==> config.mk <==
export PLATFORM = sky130hd
export DESIGN_NAME = expression_control
export DESIGN_NICKNAME = d
export VERILOG_FILES = /design/src/rtl/expr_pkg.sv /design/src/rtl/control_decode.sv /design/src/rtl/expression_control.sv
export SDC_FILE = /design/constraint.sdc
export NUM_CORES = 1
export LEC_CHECK = 0
export ABC_CLOCK_PERIOD_IN_PS = 1300
export CAP_MARGIN = 20
export CORE_AREA = 2 2 39 41
export CTS_CLUSTER_DIAMETER = 100
export DETAILED_ROUTE_END_ITERATION = 10
export DIE_AREA = 0 0 41 43
export GPL_TIMING_DRIVEN = 1
export PLACE_DENSITY_LB_ADDON = 0.05
export SYNTH_ARGS = -nofsm -noshare
export SYNTH_HDL_FRONTEND = slang
export SYNTH_HIERARCHICAL = 1
export SYNTH_SLANG_ARGS = --single-unit
==> constraint.sdc <==
create_clock -name clk -period 1.3 [get_ports clk]
set_clock_uncertainty 0.05 [all_clocks]
set_input_delay 0.13 -clock clk [delete_from_list [all_inputs] [get_ports clk]]
set_output_delay 0.13 -clock clk [all_outputs]
set_load 0.02 [all_outputs]
==> src/rtl/expr_pkg.sv <==
// ---------------------------------------------------------------------------
// expr_pkg
// Shared definitions for the expression solver control path: the FSM state
// encoding, the datapath mux select codes, the ALU op codes and the bundle of
// control lines that the decoder hands back to the FSM wrapper.
// No ports; imported by expression_control and control_decode.
// ---------------------------------------------------------------------------
package expr_pkg;

  // All eight 3-bit encodings are used, but the FSM still treats anything
  // unexpected as a reason to fall back to IDLE.
  typedef enum logic [2:0] {
    IDLE   = 3'd0,
    LOAD   = 3'd1,
    MUL_AX = 3'd2,
    ADD_B  = 3'd3,
    MUL_X  = 3'd4,
    MUL_BX = 3'd5,
    ADD_C  = 3'd6,
    DONE   = 3'd7
  } state_t;

  // mux0: constant source feeding the other two muxes
  localparam logic [1:0] SEL0_ZERO = 2'b00;
  localparam logic [1:0] SEL0_A    = 2'b01;
  localparam logic [1:0] SEL0_B    = 2'b10;
  localparam logic [1:0] SEL0_C    = 2'b11;

  // mux1: ALU operand b
  localparam logic [1:0] SEL1_M0   = 2'b00;
  localparam logic [1:0] SEL1_X    = 2'b01;
  localparam logic [1:0] SEL1_S    = 2'b10;
  localparam logic [1:0] SEL1_H    = 2'b11;

  // mux2: ALU operand a
  localparam logic [1:0] SEL2_X    = 2'b00;
  localparam logic [1:0] SEL2_M0   = 2'b01;
  localparam logic [1:0] SEL2_S    = 2'b10;
  localparam logic [1:0] SEL2_H    = 2'b11;

  // ALU operation select
  localparam logic H_ADD = 1'b0;
  localparam logic H_MUL = 1'b1;

  // Every Moore output that depends on the state alone
  typedef struct packed {
    logic       lx;
    logic       ls;
    logic       lh;
    logic       h;
    logic [1:0] m0;
    logic [1:0] m1;
    logic [1:0] m2;
    logic       busy;
    logic       done;
  } ctrl_t;

endpackage

==> src/rtl/control_decode.sv <==
// ---------------------------------------------------------------------------
// control_decode
// Purely combinational state decoder for the expression solver. Maps the
// current FSM state onto the datapath control lines and the busy/done status.
// Ports:
//   state_i  current FSM state
//   ctrl_o   {LX, LS, LH, H, M0, M1, M2, busy, done}
// ---------------------------------------------------------------------------
module control_decode
  import expr_pkg::*;
(
  input  state_t state_i,
  output ctrl_t  ctrl_o
);

  // Start from "everything idle" so that IDLE and any unexpected state drive
  // no loads, ADD on the ALU and all muxes at 00; each compute state then
  // overrides only the lines it actually needs.
  always_comb begin
    ctrl_o = '0;
    case (state_i)
      LOAD: begin
        ctrl_o.lx   = 1'b1;
        ctrl_o.busy = 1'b1;
      end
      MUL_AX: begin
        ctrl_o.m0   = SEL0_A;
        ctrl_o.m1   = SEL1_M0;
        ctrl_o.m2   = SEL2_X;
        ctrl_o.h    = H_MUL;
        ctrl_o.lh   = 1'b1;
        ctrl_o.busy = 1'b1;
      end
      ADD_B: begin
        ctrl_o.m0   = SEL0_B;
        ctrl_o.m1   = SEL1_H;
        ctrl_o.m2   = SEL2_M0;
        ctrl_o.h    = H_ADD;
        ctrl_o.lh   = 1'b1;
        ctrl_o.busy = 1'b1;
      end
      MUL_X: begin
        ctrl_o.m1   = SEL1_H;
        ctrl_o.m2   = SEL2_X;
        ctrl_o.h    = H_MUL;
        ctrl_o.lh   = 1'b1;
        ctrl_o.busy = 1'b1;
      end
      MUL_BX: begin
        ctrl_o.m0   = SEL0_B;
        ctrl_o.m1   = SEL1_M0;
        ctrl_o.m2   = SEL2_X;
        ctrl_o.h    = H_MUL;
        ctrl_o.lh   = 1'b1;
        ctrl_o.busy = 1'b1;
      end
      ADD_C: begin
        ctrl_o.m0   = SEL0_C;
        ctrl_o.m1   = SEL1_H;
        ctrl_o.m2   = SEL2_M0;
        ctrl_o.h    = H_ADD;
        ctrl_o.ls   = 1'b1;
        ctrl_o.busy = 1'b1;
      end
      DONE: begin
        ctrl_o.done = 1'b1;
      end
      default: ;
    endcase
  end

endmodule

==> src/rtl/expression_control.sv <==
// ---------------------------------------------------------------------------
// expression_control
// Control unit sequencing the operative datapath through S = A*X^2 + B*X + C
// (mode = 0) or S = B*X + C (mode = 1), with a start/done handshake.
// Ports:
//   clk, rst        clock and synchronous active-high reset
//   start, mode     evaluation request and form select (sampled in IDLE)
//   zero, overflow  datapath flags (Reg_S == 0, current ALU op overflowed)
//   LX, LS, LH      register load enables for Reg_X, Reg_S, Reg_H
//   H               ALU op select
//   M0, M1, M2      datapath mux selects
//   busy, done      status: busy LOAD..ADD_C, done one-cycle pulse
//   ovf             sticky overflow of the current evaluation
//   result_zero     zero flag captured at DONE
// ---------------------------------------------------------------------------
module expression_control
  import expr_pkg::*;
(
  input  logic       clk,
  input  logic       rst,
  input  logic       start,
  input  logic       mode,
  input  logic       zero,
  input  logic       overflow,
  output logic       LX,
  output logic       LS,
  output logic       LH,
  output logic       H,
  output logic [1:0] M0,
  output logic [1:0] M1,
  output logic [1:0] M2,
  output logic       busy,
  output logic       done,
  output logic       ovf,
  output logic       result_zero
);

  state_t state_q, state_d;
  logic   mode_q, mode_d;
  logic   ovf_q, ovf_d;
  logic   resultZero_q, resultZero_d;
  ctrl_t  ctrl;

  // Next-state and flag logic. The sticky overflow only accumulates in the
  // five compute states so that a stray ALU flag in IDLE/LOAD/DONE cannot
  // pollute the result; mode is latched once with start and never again
  // until the FSM is back in IDLE.
  always_comb begin
    state_d      = state_q;
    mode_d       = mode_q;
    ovf_d        = ovf_q;
    resultZero_d = resultZero_q;
    case (state_q)
      IDLE: begin
        if (start) begin
          state_d      = LOAD;
          mode_d       = mode;
          ovf_d        = 1'b0;
          resultZero_d = 1'b0;
        end
      end
      LOAD:   state_d = mode_q ? MUL_BX : MUL_AX;
      MUL_AX: begin
        state_d = ADD_B;
        ovf_d   = ovf_q | overflow;
      end
      ADD_B: begin
        state_d = MUL_X;
        ovf_d   = ovf_q | overflow;
      end
      MUL_X: begin
        state_d = ADD_C;
        ovf_d   = ovf_q | overflow;
      end
      MUL_BX: begin
        state_d = ADD_C;
        ovf_d   = ovf_q | overflow;
      end
      ADD_C: begin
        state_d = DONE;
        ovf_d   = ovf_q | overflow;
      end
      DONE: begin
        state_d      = IDLE;
        resultZero_d = zero;
      end
      default: state_d = IDLE;
    endcase
  end

  // State and flag registers. Reset takes priority over everything,
  // including a start presented in the same cycle.
  always_ff @(posedge clk) begin
    if (rst) begin
      state_q      <= IDLE;
      mode_q       <= 1'b0;
      ovf_q        <= 1'b0;
      resultZero_q <= 1'b0;
    end else begin
      state_q      <= state_d;
      mode_q       <= mode_d;
      ovf_q        <= ovf_d;
      resultZero_q <= resultZero_d;
    end
  end

  control_decode u_decode (
    .state_i (state_q),
    .ctrl_o  (ctrl)
  );

  assign LX          = ctrl.lx;
  assign LS          = ctrl.ls;
  assign LH          = ctrl.lh;
  assign H           = ctrl.h;
  assign M0          = ctrl.m0;
  assign M1          = ctrl.m1;
  assign M2          = ctrl.m2;
  assign busy        = ctrl.busy;
  assign done        = ctrl.done;
  assign ovf         = ovf_q;
  assign result_zero = resultZero_q;

endmodule

## Yosys cells after proc, flatten, opt, wreduce, memory -nomap -nowiden

Index checks and enable logic that the tools add are counted.

- Output and inout bits: 14
- Flip-flop bits (word level): 6
- Input bits: 6

- Equality and inequality tests: 8
- Bitwise gates (word level): 1
- Reduce and logical (&&, ||, !) cells: 13
- Mux-type cells: 14

Operators by type and width:

| operator | count |
|---|---|
| one-hot mux 3 bit (7 select lines) | 1 |
| equality test 3 bit (second input constant) | 4 |
| one-hot mux 4 bit (2 select lines) | 1 |
| 2-to-1 mux 1 bit | 7 |
| equality test 3 x 2 -> 1 bit (second input constant) | 2 |
| 2-to-1 mux 3 bit | 2 |
| one-hot mux 2 bit (3 select lines) | 1 |
| AND reduction 2 bit | 3 |
| OR reduction 2 bit | 3 |
| OR reduction 6 bit | 1 |
| OR reduction 5 bit | 1 |
| one-hot mux 1 bit (2 select lines) | 2 |
| nonzero test 2 bit | 2 |
| OR reduction 4 bit | 1 |
| equality test 3 x 1 -> 1 bit (second input constant) | 1 |
| logical NOT 3 bit | 1 |
| OR reduction 3 bit | 1 |
| != test 2 bit (second input constant) | 1 |
| OR 1 bit | 1 |

## Logic depth before layout (Yosys ltp)

- Word-level depth: 4
- Mapped depth: 4
- Mapped depth without buffers: 3

## By module

The synthesis kept the hierarchy.

Modules (own cells, without submodules):

| module | cells each | area each (µm²) | instances |
|---|---|---|---|
| expression_control | 32 | 307.8 | 1 |
| control_decode | 21 | 162.7 | 1 |

## Worst setup path after synthesis

No wires, ideal clock.

- Kind: register to output
- Start: register state_q[2]
- End: output M1[1]
- Arrival: 1186 ps
- Stages on the path, launching flop included: 4
- Required time: 1120 ps
- Slack: -66 ps
- Path buffers: 2
- Cell sequence: dfxtp_1 buf_4 mux2i_1 buf_4

- Cells in the longest elaborated chain, start to end: 3

Ends and longest elaborated chain:

| what | RTL line | RTL |
|---|---|---|
| start, declared | expression_control.sv:38 | `state_t state_q, state_d;` |
| start signal, assigned | expression_control.sv:100 | `state_q <= state_d;` |
| equality test 3 bit / equality test 3 x 2 -> 1 bit (equally long branches) | control_decode.sv:21 | `case (state_i)` |
| OR reduction 2 bit (no source line) | - |  |
| one-hot mux 4 bit (2 select lines) * | control_decode.sv:21 |  |
| end, declared | expression_control.sv:30 | `output logic [1:0] M1,` |

Every way passes the cells marked *; elsewhere a longest branch is shown, timed or not.

## Worst setup path in the final report

- Start: register state_q[1]
- End: output H

- Cells in the longest elaborated chain, start to end: 3

Ends and longest elaborated chain:

| what | RTL line | RTL |
|---|---|---|
| equality test 3 x 2 -> 1 bit / equality test 3 bit (equally long branches) | control_decode.sv:21 |  |
| OR reduction 3 bit (no source line) * | - |  |
| 2-to-1 mux 1 bit * | control_decode.sv:21 |  |
| end, declared | expression_control.sv:28 | `output logic H,` |

Marks and branches as above.

==> flow_summary.yaml <==
cells_and_area:
  area_delta_synth_final_pct: 57.98
  diodes: 0
  seq_area_um2: 131.4
  fin_area_um2: 743.2
  fin_util_pct: 53.71
  layout-drive-gt1-share_pct: 50.00
  nFillCells: 146
  multi_input_area_um2: 281.5
  fin_cells: 96
  fin_nets: 88
logic_synthesis:
  yosysMostFrequentCell: "dfxtp_1"
  ys_seq_elements: 6
  synthArstFlopShare_pct: 0
  synth-edff-count: 0
  synth_top_area_share_pct: 25.53
  yosysSeqAreaShare_pct: 25.53
  yosys_warnings: 6
  synth_area_um2: 470.5
  syn_inst: 53
  synth.distinct_cells: 29
  synth_fp_nets: 59
  synthTopCellsByCount: "6 x dfxtp_1, 5 x buf_4, 4 x a21oi_1, 4 x nor2_1"
  synth_area_leaders: "dfxtp_1 26%, buf_4 8.0%, buf_6 7.2%, mux2i_1 6.4%, nor4b_4 5.1%"
  yosys.area.top_type: "dfxtp_1"
  synth_ff_type: "dfxtp_1"
  syn_avg_cell_area_um2: 8.876
critical_path:
  r2r_end: "mode_q"
  reg2reg_setup_slack_ns: -0.03
  cp_cell_sequence: "buf_6 -> inv_4 -> mux2_4 -> buf_6"
  ff2ff_path_depth: 5
  crit_required_ns: 1.12
  arrival_ns: 1.17
  crit_path_end_kind: "output port"
  critPathMostFrequentCell: "buf_6"
  crit_path_max_fanout: 6
  rr_startpoint: "state_q[2]"
  cp_slowest_cell: "dfxtp_4"
  crit_path_max_incr_delay_ns: 0.37
  setup.worst_path.start_class: "flop"
  crit_type: "reg2out"
clocking:
  clkTransAtPathRegs_ns: 0.05
  clockBufferDepth: 2
  cts.sinks: 6
  cts.htree.levels: 1
  cts-root-buf: "clkbuf_4"
  clk_latency_ns: 0.24
  cts_hold_buffers: 0
  cts_tree: "built"
  cts_buffers: 3
timing:
  fmax_mhz: 741.2
  setup_ws_ns: -0.04918
  setup_tns_ns: -0.1113
  holdWs_ns: 0.4408
  finalHoldViolCount: 0
  rsz0062_at_grt: "yes"
  drv_slew: 0
  post-route-period-util_pct: 103.8
  final.min_clock_period_ns: 1.349
  setup_violations: 5
outcome:
  status: "finished, violations left"
  failed_checks: "negative setup slack"
global_routing:
  overflow: 0
  grt_usage_pct: 14.50
  grt_first_pass_wirelength_mm: 1.711
  grt_max_degree: 10
  antenna_found_initial: 0
  grt_pass1_vias: 417
floorplanning:
  die-area_mm2: 0.001763
  die_h_um: 43
  rows: 14
  dieWidth_um: 41
  start_util_pct: 34.00
  io_pins: 20
  coreArea_mm2: 0.001384
worst_hold_path:
  hold_depth: 2
  min_from: "result_zero"
  holdPathEnd: "result_zero"
  hp-class: "reg2reg"
detailed_routing:
  routed_via_density: 4.802
  drt-total-wl_mm: 1.104
  drc: 0
  wl_per_cell_um: 11.50
  dr.first_iter.drc_count: 3
  drtAntennaViolNets: 0
  first_pass_iters: 3
  vias: 461
power:
  p_per_area_mw_per_mm2: 1158
  irDropWorstVdd_uv: 641.8
  leakage_nw: 0.3552
place:
  hpwlAfterDp_um: 761
  globalplace.congestion: 0.7110
  portBuffers: 18
  place_area_um2: 655.6
  post-place-cells: 86
job:
  max_cap_violations: 0
sequential cells by signal, summed over array words and instances (netlist names):
name,cells
state_q,3
mode_q,1
ovf,1
result_zero,1
worst max-delay path, delay by kind of cell (launching register included):
kind,cells,cell delay (ns)
muxes,1,0.26
DFF,1,0.37
buffers and inverters,3,0.29
routing by layer:
layer  track usage [%]  share of wire, %  up-vias
met5                 0                 0        -
met4             8.000              0.36        0
met3             3.141               4.4        2
met2             24.38                55       11
met1             15.58                40      217
li1                  -                 -      231
worst max-delay path by stage:
stage	start	end	slack, ns	cells past startpoint
floorplan	state_q[2]	M1[1]	0.04	3
global placement	state_q[1]	H	-0.34	3
detailed placement	state_q[1]	H	-0.35	3
CTS	state_q[1]	H	-0.06	3
global route	state_q[1]	H	-0.09	4
finish	state_q[1]	H	-0.05	4
final cells by class:
cell class / instances / area share (%)
inverters: 2 / 1.347
well taps: 16 / 2.694
flip-flops and latches: 6 / 17.68
multi-input cells: 37 / 37.88
repair buffers: 32 / 37.37
clock buffers: 3 / 3.030
power breakdown:
group	switching [mW]	internal, mW
clock network	0.0695	0.105
logic	0.203	0.242
registers	0.0351	0.207
total	0.308	0.553
layout by cell type, fill, tap and decap left out, drive strengths merged, types with 2 or more instances in the layout:
cell           synthesis  final
xnor2                  2      2
mux2i                  3      3
a21oi                  4      4
nor2                   4      4
nand2b                 3      3
clkbuf                 0      4
clkdlybuf4s50          0      5
dlygate4sd2            0      2
inv                    2      2
dfxtp                  6      6
nor3                   2      2
buf                    8     24
nor2b                  2      2
cell families (layout without fill, tap and decap cells):
logic type	Yosys count	count (layout)	share of synthesized area, %
simple gates	20	20	30.05
buf+inv	10	37	16.76
compound gates	9	9	12.50
flops	6	6	25.53
xor+xnor	3	3	5.586
other cells	1	1	0.7971
mux	4	4	8.777
what timing repair did:
action	CTS	global route
setup endpoints to repair	17	11
resized for setup	55	19
pin swaps	1	3
buffers inserted	3	4
per-stage QoR:
step	setup slack (ns)	total power, mW
detailed placement	-0.3457	0.6385
CTS	-0.06138	0.8027
global route	-0.09058	0.9196
finish	-0.04918	0.8610
global placement	-0.3440	0.6370
floorplan	0.04495	0.5073
(Power assumes the default switching activity.)
